===== config.mk =====
export PLATFORM = sky130hd
export DESIGN_NAME = eth_rx_parser
export DESIGN_NICKNAME = d
export VERILOG_FILES = /design/src/rtl/eth_pkg.sv /design/src/rtl/eth_crc32_byte.sv /design/src/rtl/eth_rx_parser.sv
export SDC_FILE = /design/constraint.sdc
export NUM_CORES = 1
export LEC_CHECK = 0
export BUFFER_PORTS_ARGS = -buffer_cell sky130_fd_sc_hd__buf_2
export CORE_ASPECT_RATIO = 0.8
export CORE_MARGIN = 3
export CORE_UTILIZATION = 50
export DETAILED_ROUTE_END_ITERATION = 10
export GPL_ROUTABILITY_DRIVEN = 0
export PLACE_DENSITY = 0.79
export SLEW_MARGIN = 40
export SYNTH_ARGS = -nofsm -noshare
export SYNTH_HDL_FRONTEND = slang
export SYNTH_SLANG_ARGS = --single-unit

===== constraint.sdc =====
create_clock -name clk -period 3.1 [get_ports clk]
set_clock_uncertainty 0.05 [all_clocks]
set_input_delay 0.775 -clock clk [delete_from_list [all_inputs] [get_ports clk]]
set_output_delay 0.775 -clock clk [all_outputs]
set_load 0.05 [all_outputs]

===== src/rtl/eth_pkg.sv =====
`default_nettype none
// ============================================================================
// Module      : eth_pkg
// Description : Shared types and constants for the Ethernet receive parser.
// Revision    : 1.0 - initial release
// ============================================================================
package eth_pkg;

    typedef enum logic [2:0] {
        IDLE     = 3'd0,
        PREAMBLE = 3'd1,
        HEADER   = 3'd2,
        PAYLOAD  = 3'd3,
        FLUSH    = 3'd4,
        DROP     = 3'd5
    } eth_state_t;

    localparam logic [7:0]  PREAMBLE_BYTE = 8'h55;
    localparam logic [7:0]  SFD_BYTE      = 8'hD5;
    localparam logic [31:0] CRC_POLY      = 32'hEDB88320;
    localparam logic [31:0] CRC_INIT      = 32'hFFFFFFFF;
    localparam logic [31:0] CRC_RESIDUE   = 32'hDEBB20E3;
    localparam int          HDR_LEN       = 14;
    localparam int          FCS_LEN       = 4;
    localparam int          BUF_DEPTH     = FCS_LEN + 1;

endpackage
`default_nettype wire


===== src/rtl/eth_crc32_byte.sv =====
`default_nettype none
// ============================================================================
// Module      : eth_crc32_byte
// Description : Combinational one-byte step of the reflected Ethernet CRC-32.
// Revision    : 1.0 - initial release
// ============================================================================
module eth_crc32_byte
    import eth_pkg::*;
(
    input  logic [31:0] crc_in,
    input  logic [7:0]  data,
    output logic [31:0] crc_out
);

    function automatic logic [31:0] crc_step(input logic [31:0] c_in, input logic [7:0] d);
        logic [31:0] c;
        c = c_in;
        for (int i = 0; i < 8; i++) begin
            c = (c >> 1) ^ (CRC_POLY & {32{c[0] ^ d[i]}});
        end
        return c;
    endfunction

    assign crc_out = crc_step(crc_in, data);

endmodule
`default_nettype wire


===== src/rtl/eth_rx_parser.sv =====
`default_nettype none
// ============================================================================
// Module      : eth_rx_parser
// Description : Ethernet receive parser: preamble/SFD detect, header capture,
//               FCS-stripped payload stream and per-frame status.
// Revision    : 1.0 - initial release
// ============================================================================
module eth_rx_parser
    import eth_pkg::*;
#(
    parameter int MAX_PAYLOAD = 1500,
    parameter int MIN_PAYLOAD = 46
) (
    input  logic        clk,
    input  logic        rst_n,
    input  logic [7:0]  rx_data,
    input  logic        rx_valid,
    input  logic        rx_err,
    output logic [47:0] dst_mac,
    output logic [47:0] src_mac,
    output logic [15:0] ethertype,
    output logic        hdr_valid,
    output logic [7:0]  m_data,
    output logic        m_valid,
    output logic        m_last,
    output logic        frame_done,
    output logic        err_crc,
    output logic        err_short,
    output logic        err_long,
    output logic        err_line
);

    localparam logic [16:0] c_long_lim  = 17'(MAX_PAYLOAD + FCS_LEN);
    localparam logic [16:0] c_short_lim = 17'(MIN_PAYLOAD + FCS_LEN);
    localparam logic [3:0]  c_hdr_last  = 4'(HDR_LEN - 1);
    localparam logic [2:0]  c_buf_full  = 3'(BUF_DEPTH);

    eth_state_t  r_state, w_state_nxt;
    logic [2:0]  r_pre_cnt;
    logic [3:0]  r_hdr_cnt;
    logic [15:0] r_post_cnt, w_post_inc;
    logic [2:0]  r_buf_cnt;
    logic [39:0] r_buf;
    logic [31:0] r_crc, w_crc_nxt;
    logic        r_in_frame, r_seen_idle, r_long, r_line;
    logic        w_sfd, w_hdr_byte, w_pay_byte, w_overflow, w_end_frame;
    logic        w_crc_en, w_emit, w_short;

    eth_crc32_byte u_crc (
        .crc_in  (r_crc),
        .data    (rx_data),
        .crc_out (w_crc_nxt)
    );

    assign w_post_inc = (r_post_cnt == 16'hFFFF) ? r_post_cnt : r_post_cnt + 16'd1;
    assign w_short    = (r_post_cnt < 16'(BUF_DEPTH)) || ({1'b0, r_post_cnt} < c_short_lim);
    assign w_emit     = (w_pay_byte || w_overflow) && (r_buf_cnt == c_buf_full);
    assign w_crc_en   = rx_valid && r_in_frame &&
                        (r_state == HEADER || r_state == PAYLOAD || r_state == DROP);

    always_ff @(posedge clk or negedge rst_n) begin
        if (!rst_n) r_state <= IDLE;
        else        r_state <= w_state_nxt;
    end

    always_comb begin
        w_state_nxt = r_state;
        w_sfd       = 1'b0;
        w_hdr_byte  = 1'b0;
        w_pay_byte  = 1'b0;
        w_overflow  = 1'b0;
        w_end_frame = 1'b0;
        case (r_state)
            // FLUSH behaves like IDLE so a frame may start right after the gap cycle
            IDLE, FLUSH: begin
                if (rx_valid) begin
                    if (r_seen_idle && rx_data == PREAMBLE_BYTE) w_state_nxt = PREAMBLE;
                    else                                         w_state_nxt = DROP;
                end else begin
                    w_state_nxt = IDLE;
                end
            end
            PREAMBLE: begin
                if (!rx_valid) begin
                    w_state_nxt = IDLE;
                end else if (rx_data == SFD_BYTE) begin
                    w_state_nxt = HEADER;
                    w_sfd       = 1'b1;
                end else if (rx_data != PREAMBLE_BYTE || r_pre_cnt == 3'd7) begin
                    w_state_nxt = DROP;
                end
            end
            HEADER: begin
                if (!rx_valid) begin
                    w_state_nxt = FLUSH;
                    w_end_frame = 1'b1;
                end else begin
                    w_hdr_byte = 1'b1;
                    if (r_hdr_cnt == c_hdr_last) w_state_nxt = PAYLOAD;
                end
            end
            PAYLOAD: begin
                if (!rx_valid) begin
                    w_state_nxt = FLUSH;
                    w_end_frame = 1'b1;
                end else if ({1'b0, w_post_inc} > c_long_lim) begin
                    w_state_nxt = DROP;
                    w_overflow  = 1'b1;
                end else begin
                    w_pay_byte = 1'b1;
                end
            end
            DROP: begin
                if (!rx_valid) begin
                    w_state_nxt = IDLE;
                    w_end_frame = r_in_frame;
                end
            end
            default: w_state_nxt = IDLE;
        endcase
    end

    always_ff @(posedge clk or negedge rst_n) begin
        if (!rst_n) begin
            r_pre_cnt   <= '0;
            r_hdr_cnt   <= '0;
            r_post_cnt  <= '0;
            r_buf_cnt   <= '0;
            r_buf       <= '0;
            r_crc       <= CRC_INIT;
            r_in_frame  <= 1'b0;
            r_seen_idle <= 1'b0;
            r_long      <= 1'b0;
            r_line      <= 1'b0;
            dst_mac     <= '0;
            src_mac     <= '0;
            ethertype   <= '0;
            hdr_valid   <= 1'b0;
            m_data      <= '0;
            m_valid     <= 1'b0;
            m_last      <= 1'b0;
            frame_done  <= 1'b0;
            err_crc     <= 1'b0;
            err_short   <= 1'b0;
            err_long    <= 1'b0;
            err_line    <= 1'b0;
        end else begin
            hdr_valid  <= 1'b0;
            m_valid    <= 1'b0;
            m_last     <= 1'b0;
            frame_done <= 1'b0;

            // A frame already in flight at reset release is never trusted
            if (!rx_valid) r_seen_idle <= 1'b1;

            if (w_state_nxt == PREAMBLE)
                r_pre_cnt <= (r_state == PREAMBLE) ? r_pre_cnt + 3'd1 : 3'd1;

            if (w_sfd) begin
                r_crc      <= CRC_INIT;
                r_hdr_cnt  <= '0;
                r_post_cnt <= '0;
                r_buf_cnt  <= '0;
                r_in_frame <= 1'b1;
                r_long     <= 1'b0;
                r_line     <= 1'b0;
            end else if (w_crc_en) begin
                r_crc <= w_crc_nxt;
                if (rx_err) r_line <= 1'b1;
            end

            if (w_hdr_byte) begin
                r_hdr_cnt <= r_hdr_cnt + 4'd1;
                if (r_hdr_cnt < 4'd6)       dst_mac   <= {dst_mac[39:0], rx_data};
                else if (r_hdr_cnt < 4'd12) src_mac   <= {src_mac[39:0], rx_data};
                else                        ethertype <= {ethertype[7:0], rx_data};
                if (r_hdr_cnt == c_hdr_last) hdr_valid <= 1'b1;
            end

            if (w_pay_byte || w_overflow) begin
                r_post_cnt <= w_post_inc;
                r_buf      <= {r_buf[31:0], rx_data};
                if (r_buf_cnt != c_buf_full) r_buf_cnt <= r_buf_cnt + 3'd1;
            end

            if (w_emit) begin
                m_valid <= 1'b1;
                m_data  <= r_buf[39:32];
            end

            if (w_overflow) r_long <= 1'b1;

            if (w_end_frame) begin
                frame_done <= 1'b1;
                r_in_frame <= 1'b0;
                err_crc    <= (r_crc != CRC_RESIDUE);
                err_short  <= w_short;
                err_long   <= r_long;
                err_line   <= r_line;
                // Only a full delay buffer holds a real last payload byte ahead of the FCS
                if (r_state == PAYLOAD && r_buf_cnt == c_buf_full) begin
                    m_valid <= 1'b1;
                    m_last  <= 1'b1;
                    m_data  <= r_buf[39:32];
                end
            end
        end
    end

endmodule
`default_nettype wire


---- Word-level counts from Yosys, hierarchy flattened ----
Index checks and enable logic that the tools add are counted.
word-level totals
  flip-flop bits (word level) ............. 233
  input port bits ......................... 12
  logic and storage cells ................. 142
  output and inout port bits .............. 128
cells by class
  mux-type cells .......................... 54
  bitwise gates (word level) .............. 18
  equal/unequal tests ..................... 15
  add/subtract/negate cells ............... 4
  $lt $le $gt $ge ......................... 5
  reduce and logical (&&, ||, !) cells .... 23
operators by type and width
  kind                     count
  $xor A31 B32 Y32         8
  $mux W32                 2
  $mux W16                 3
  $mux W3                  14
  $ne A32 B32 Y1 const B   1
  $mux W1                  28
  $mux W8                  3
  $add A16 B1 Y16 const B  1
  $eq A16 B16 Y1 const B   1
  $gt A16 B11 Y1 const B   1
  $lt A16 B3 Y1 const B    1
  $lt A16 B6 Y1 const B    1
  $pmux W3 S5              1
  $eq A3 B3 Y1 const B     4
  $reduce_bool A2 Y1       6
  $eq A8 B7 Y1 const B     1
  $eq A8 B8 Y1 const B     1
  $mux W4                  2
  $ne A8 B7 Y1 const B     1
  $xor A1 B1 Y1            8
  $add A3 B1 Y3 const B    2
  $eq A3 B1 Y1 const B     2
  $eq A3 B2 Y1 const B     2
  $reduce_and A3 Y1        2
  other kinds (12)         23

---- Longest topological paths before layout ----
  depth in word-level cells ............... 18
  mapped depth ............................ 8
  depth with buffers taken out ............ 8

---- By module ----
A second synthesis with hierarchy kept.
second synthesis, totals
  cells, all modules ...................... 911
  area, all modules ....................... 10640.2 um^2
modules (own cells, without submodules)
  module          cells an instance  seq. area each (um^2)  area each (um^2)  times used
  eth_rx_parser   845                5870.6                 9670.5            1
  eth_crc32_byte  66                 0.0                    969.7             1

---- Least setup slack after synthesis ----
Ideal clock, no wire load.
  path kind ............................... input to register
  from .................................... input port rx_valid
  to ...................................... register ethertype[5]
  arrival time ............................ 2360 ps
  path slack .............................. 565 ps
  data required time ...................... 2925 ps
  buffers on the path ..................... 3
  library setup time ...................... 125 ps
  stages on the path ...................... 7
  path through ............................ buf_4 > inv_1 > nor3_1 > and3_1 > clkbuf_1 > buf_2 > mux2_2
between the ends
  cells in the longest elaborated chain, start to end .. 3
RTL lines
  what                                RTL line              source
  start, declared                     eth_rx_parser.sv:17   input logic rx_valid,
  $mux W1                             eth_rx_parser.sv:94   if (!rx_valid) begin
  $mux W1                             eth_rx_parser.sv:73   case (r_state)
  $reduce_and A3 Y1 (no source line)  -
  end signal, assigned                eth_rx_parser.sv:176  else ethertype <= {ethertype[7:0], rx_data};
  end, declared                       eth_rx_parser.sv:21   output logic [15:0] ethertype,
Every way passes these cells.
A chain may end at the register's enable or synchronous reset.

---- Final worst setup path ----
  from .................................... register r_post_cnt[1]
  to ...................................... register r_state[2]
between the ends
  cells in the longest elaborated chain, start to end .. 6
  elaborated cells between the ends (all ways) .. 7
  those cells by class .................... 1 x add/sub; 1 x order compare; 1 x eq/ne; 4 x mux
RTL lines
  what                                               RTL line              source
  start, declared                                    eth_rx_parser.sv:41   logic [15:0] r_post_cnt, w_post_inc;
  start signal, assigned                             eth_rx_parser.sv:181  r_post_cnt <= w_post_inc;
  $add A16 B1 Y16 or $eq A16 B16 Y1 (tied branches)  eth_rx_parser.sv:55   assign w_post_inc = (r_post_cnt == 16'hFFFF) ? r_post_cnt : r_post_cnt + 16'd1;
  $mux W16 *                                         eth_rx_parser.sv:55
  $gt A16 B11 Y1 *                                   eth_rx_parser.sv:106  end else if ({1'b0, w_post_inc} > c_long_lim) begin
  $mux W3 *                                          eth_rx_parser.sv:106
  $mux W3 *                                          eth_rx_parser.sv:103  if (!rx_valid) begin
  $pmux W3 S5 *                                      eth_rx_parser.sv:73
  named net w_state_nxt[2]                           eth_rx_parser.sv:38   eth_state_t r_state, w_state_nxt;
  end signal, assigned                               eth_rx_parser.sv:63   else r_state <= w_state_nxt;
  end, declared                                      eth_rx_parser.sv:38
The timed path passes the listed nets; every way through them passes the cells marked *.

==> metrics.md <==
| Metric | Value |
|---|---|
| Status | `completed` |
| Layout cells sized above 1 | `a little over a third` |
| P_leak | `6.24 nW` |
| Max_cap viols | `0` |
| Final WS setup | `0.454 ns` |
| Family with the most delay on the worst path | `simple AND/OR/NAND/NOR gates` |
| Starting Density | `51.4%` |
| Final Hold Viols | `0` |
| RSZ-0062 raised after global routing | `no` |
| Buffers added on ports | `~140` |
| Power Density | `553 mW/mm²` |
| Final hold slack | `roughly 0.17 ns` |
| Syn_nets | `between 800 and 900` |
| Rows | `46` |
| Instance count on the critical path | `7` |
| Synth Flop Type | `dfrtp_1` |
| Post-cts gate resize count | `0` |
| Final net count | `1,043` |
| Final Max Slew Viols | `0` |
| Int Power | `0.00507 W` |
| Vias | `approximately 7k` |
| Clock Sinks | `between 200 and 250` |
| Longest Clk Path Bufs | `3` |
| Pre-antenna DRT Iters | `7` |
| Post-synth top area cell | `dfrtp_1` |
| Reg2reg path depth | `7` |
| Placed cell count | `between 1k and 1.5k` |
| Area share of the largest cell type after synthesis | `just under 50%` |
| Reg power frac | `around 48%` |
| Top routing layer in use | `met4` |
| CP Max Fanout | `7` |
| HP Class | `primary input to asynchronous set/reset pin` |
| Async SR Flop Fraction | `100%` |
| Register bit total from synthesis | `about 230` |
| Clock group share of total power | `between 40% and 50%` |
| Post-layout total power | `between 0.006 and 0.007 W` |
| Vias in the first global route | `7,037` |
| Pre-CTS setup slack | `between 0.3 and 0.4 ns` |
| Core Footprint | `~0.02 mm²` |
| M1 WL | `between 10,000 and 15,000 µm` |
| CP startpoint kind | `register` |
| Sum of negative setup slack | `0 ns` |
| Grt ovf | `0` |
| Max H-tree Level | `1` |
| Die Height | `roughly 130 µm` |
| Worst endpoint required time | `about 3.4 ns` |
| Io pins | `140` |
| Yosys cell types | `60` |
| CTS tree | `done` |
| Largest net degree at the start of global routing | `69` |
| Total CTS buffers | `24` |
| Post-synth EDFFs | `0` |
| Detailed Place HPWL | `about 15,000 µm` |
| DRC | `0` |
| Top cells by area, synth | `dfrtp_1, mux2_2, dfstp_2` |
| WP buf/inv | `0` |
| Diodes inserted | `0` |
| Root buffer cell | `clkbuf_16` |
| Reg2reg start | `r_post_cnt[1]` |
| WS Path Type | `register to register` |
| Clock transition at path regs | `around 0.060 ns` |
| Mapped cell area | `0.0103 mm²` |
| Max transition margin | `between 50% and 60%` |
| Combinational share of power | `between 10% and 20%` |
| Peak VDD IR | `between 400 and 500 µV` |
| Post-route ant nets | `0` |
| Routed wire length | `~22,000 µm` |
| CP max stage cell | `a2111o_1` |
| WL met3 | `roughly 1500 µm` |
| Hold buffers post-CTS | `0` |
| FF-to-FF setup slack | `0.45 ns` |
| Detail-routed via count per cell | `between 5 and 6` |
| CP arrival | `~3.0 ns` |
| 1st-iter DRT viols | `between 600 and 700` |
| Die ar. | `about 0.022 mm²` |
| Fin crit period | `2.65 ns` |
| Wire per inst | `17.2 µm` |
| Sw Share | `24.7%` |
| Synth Warn # | `0` |
| DR WL met2 | `10,200 µm` |
| Cells after synthesis | `~900` |
| # fillers | `~1.6k` |
| Finished Layout Cells | `between 1k and 1.5k` |
| R2R Path End | `r_state[2]` |
| Die W | `about 170 µm` |
| Avg Inst Size Synth | `between 10 and 15 µm²` |
| Fin crit share | `between 80 and 90%` |
| Sequential share of the synthesized area | `roughly 57%` |
| NetSw | `about 0.0017 W` |
| First-pass GRT wire length | `between 30,000 and 40,000 µm` |
| # setup viols final | `0` |
| Latest clock arrival within the worst-skew pair | `0.52 ns` |
| P&R area growth vs syn | `18.1%` |
| Total GRT Usage | `around 20%` |
| Worst path max stage delay | `about 0.5 ns` |
| # Post-CTS Setup Buffers | `0` |
| FMAX | `around 0.38 GHz` |
| CP cell instances | `ha_1, and3_1, and4_4, or4_4, a2111o_1, nor3_2, a21oi_1` |
| Initial antenna violation count | `0` |
| Measured slew at the worst slew-check pin | `approximately 0.7 ns` |
| Critical path endpoint category | `register` |
==> cell usage after synthesis, types with 10 or more instances <==
cell type and number:
dfrtp_1 201, nand2_1 146, mux2_2 125, xnor2_1 45, a21oi_1 33, dfstp_2 32, nor3_1 29, xor2_1 27
nor2_1 25, o21ai_0 25, nand3_1 22, clkbuf_1 21, buf_1 12, inv_1 11, buf_2 10
==> routing by layer <==
layer | track usage (%) | vias up
met5 | 0 | -
met1 | 29.8 | 3526
met2 | 30.7 | 209
met3 | 4.27 | 31
met4 | 4.12 | 0
li1 | - | 3353
==> placed cells by master, fill, tap and decap left out, types with 3 or more instances in the layout <==
cell type / count
o211ai_1: 8
dfrtp_1: 201
mux2i_1: 4
a31oi_1: 6
xor2_1: 27
o21ai_0: 25
nand4b_1: 5
nand3_1: 22
clkbuf_1: 5
nand4_1: 7
clkinvlp_4: 3
buf_2: 138
buf_4: 25
nor4_1: 7
clkbuf_16: 24
a21oi_1: 33
clkinv_2: 4
nand2b_1: 5
nand2_1: 145
dfstp_2: 32
xnor2_2: 4
mux2_2: 125
clkbuf_8: 5
and3_1: 7
and2_1: 3
inv_1: 11
and4_1: 4
buf_12: 4
nor2_1: 24
ha_1: 8
nor3_1: 29
xnor2_1: 45
==> state kept, by name (all words and copies together) (netlist names), 3 cells and up <==
register	cells
dst_mac	48
src_mac	48
r_buf	40
r_crc	32
ethertype	16
r_post_cnt	16
m_data	8
r_hdr_cnt	4
r_buf_cnt	3
r_pre_cnt	3
r_state	3
==> logic make-up (layout without fill, tap and decap cells) <==
logic type,Yosys count,in the layout,share of synthesized area [%]
XOR/XNOR,76,76,6.75
AND/OR/NAND/NOR,272,272,12.3
adder cells (fa/ha/maj),8,8,0.971
buffers and inverters,60,223,2.67
multiplexers,129,129,14.0
AO/OA/AOI/OAI,100,100,6.34
flip-flops,233,233,57.0
==> final cells by class <==
class / instances / area [µm²] / share of cell area [%]
inverter: 11 / 41.3 / 0.339
tap: 264 / 330 / 2.71
multi-input combinational: 585 / 4170 / 34.3
clock buffer: 34 / 688 / 5.65
sequential: 233 / 5870 / 48.2
clock inverter: 10 / 97.6 / 0.802
timing repair buffer: 168 / 973 / 8.00
==> worst max path at each step <==
stage | from | endpoint
after global routing | r_post_cnt[1] | r_state[1]
after floorplan | rx_valid | ethertype[5]
final | r_post_cnt[1] | r_state[2]
after detailed placement | rx_data[5] | r_post_cnt[0]
after global placement | rx_data[5] | r_post_cnt[0]
after CTS | r_post_cnt[1] | r_state[2]
==> power by group through the flow <==
stage	combinational, W	clock [W]	sequential, W
floorplan	0.000455	0	0.00327
global placement	0.000701	0	0.00324
detailed placement	0.000709	0	0.00325
CTS	0.000717	0.00289	0.00319
global route	0.000783	0.00301	0.00320
finish	0.000712	0.00282	0.00320
==> through the flow <==
step | instance area [µm²] | util (%)
after floorplan | 10300 | -
after global placement | 11400 | 56.8
after detailed placement | 11400 | 56.8
after CTS | 12200 | 60.8
after global routing | 12200 | 60.8
final | 12200 | 60.8
Power figures use the tool's default switching activity.
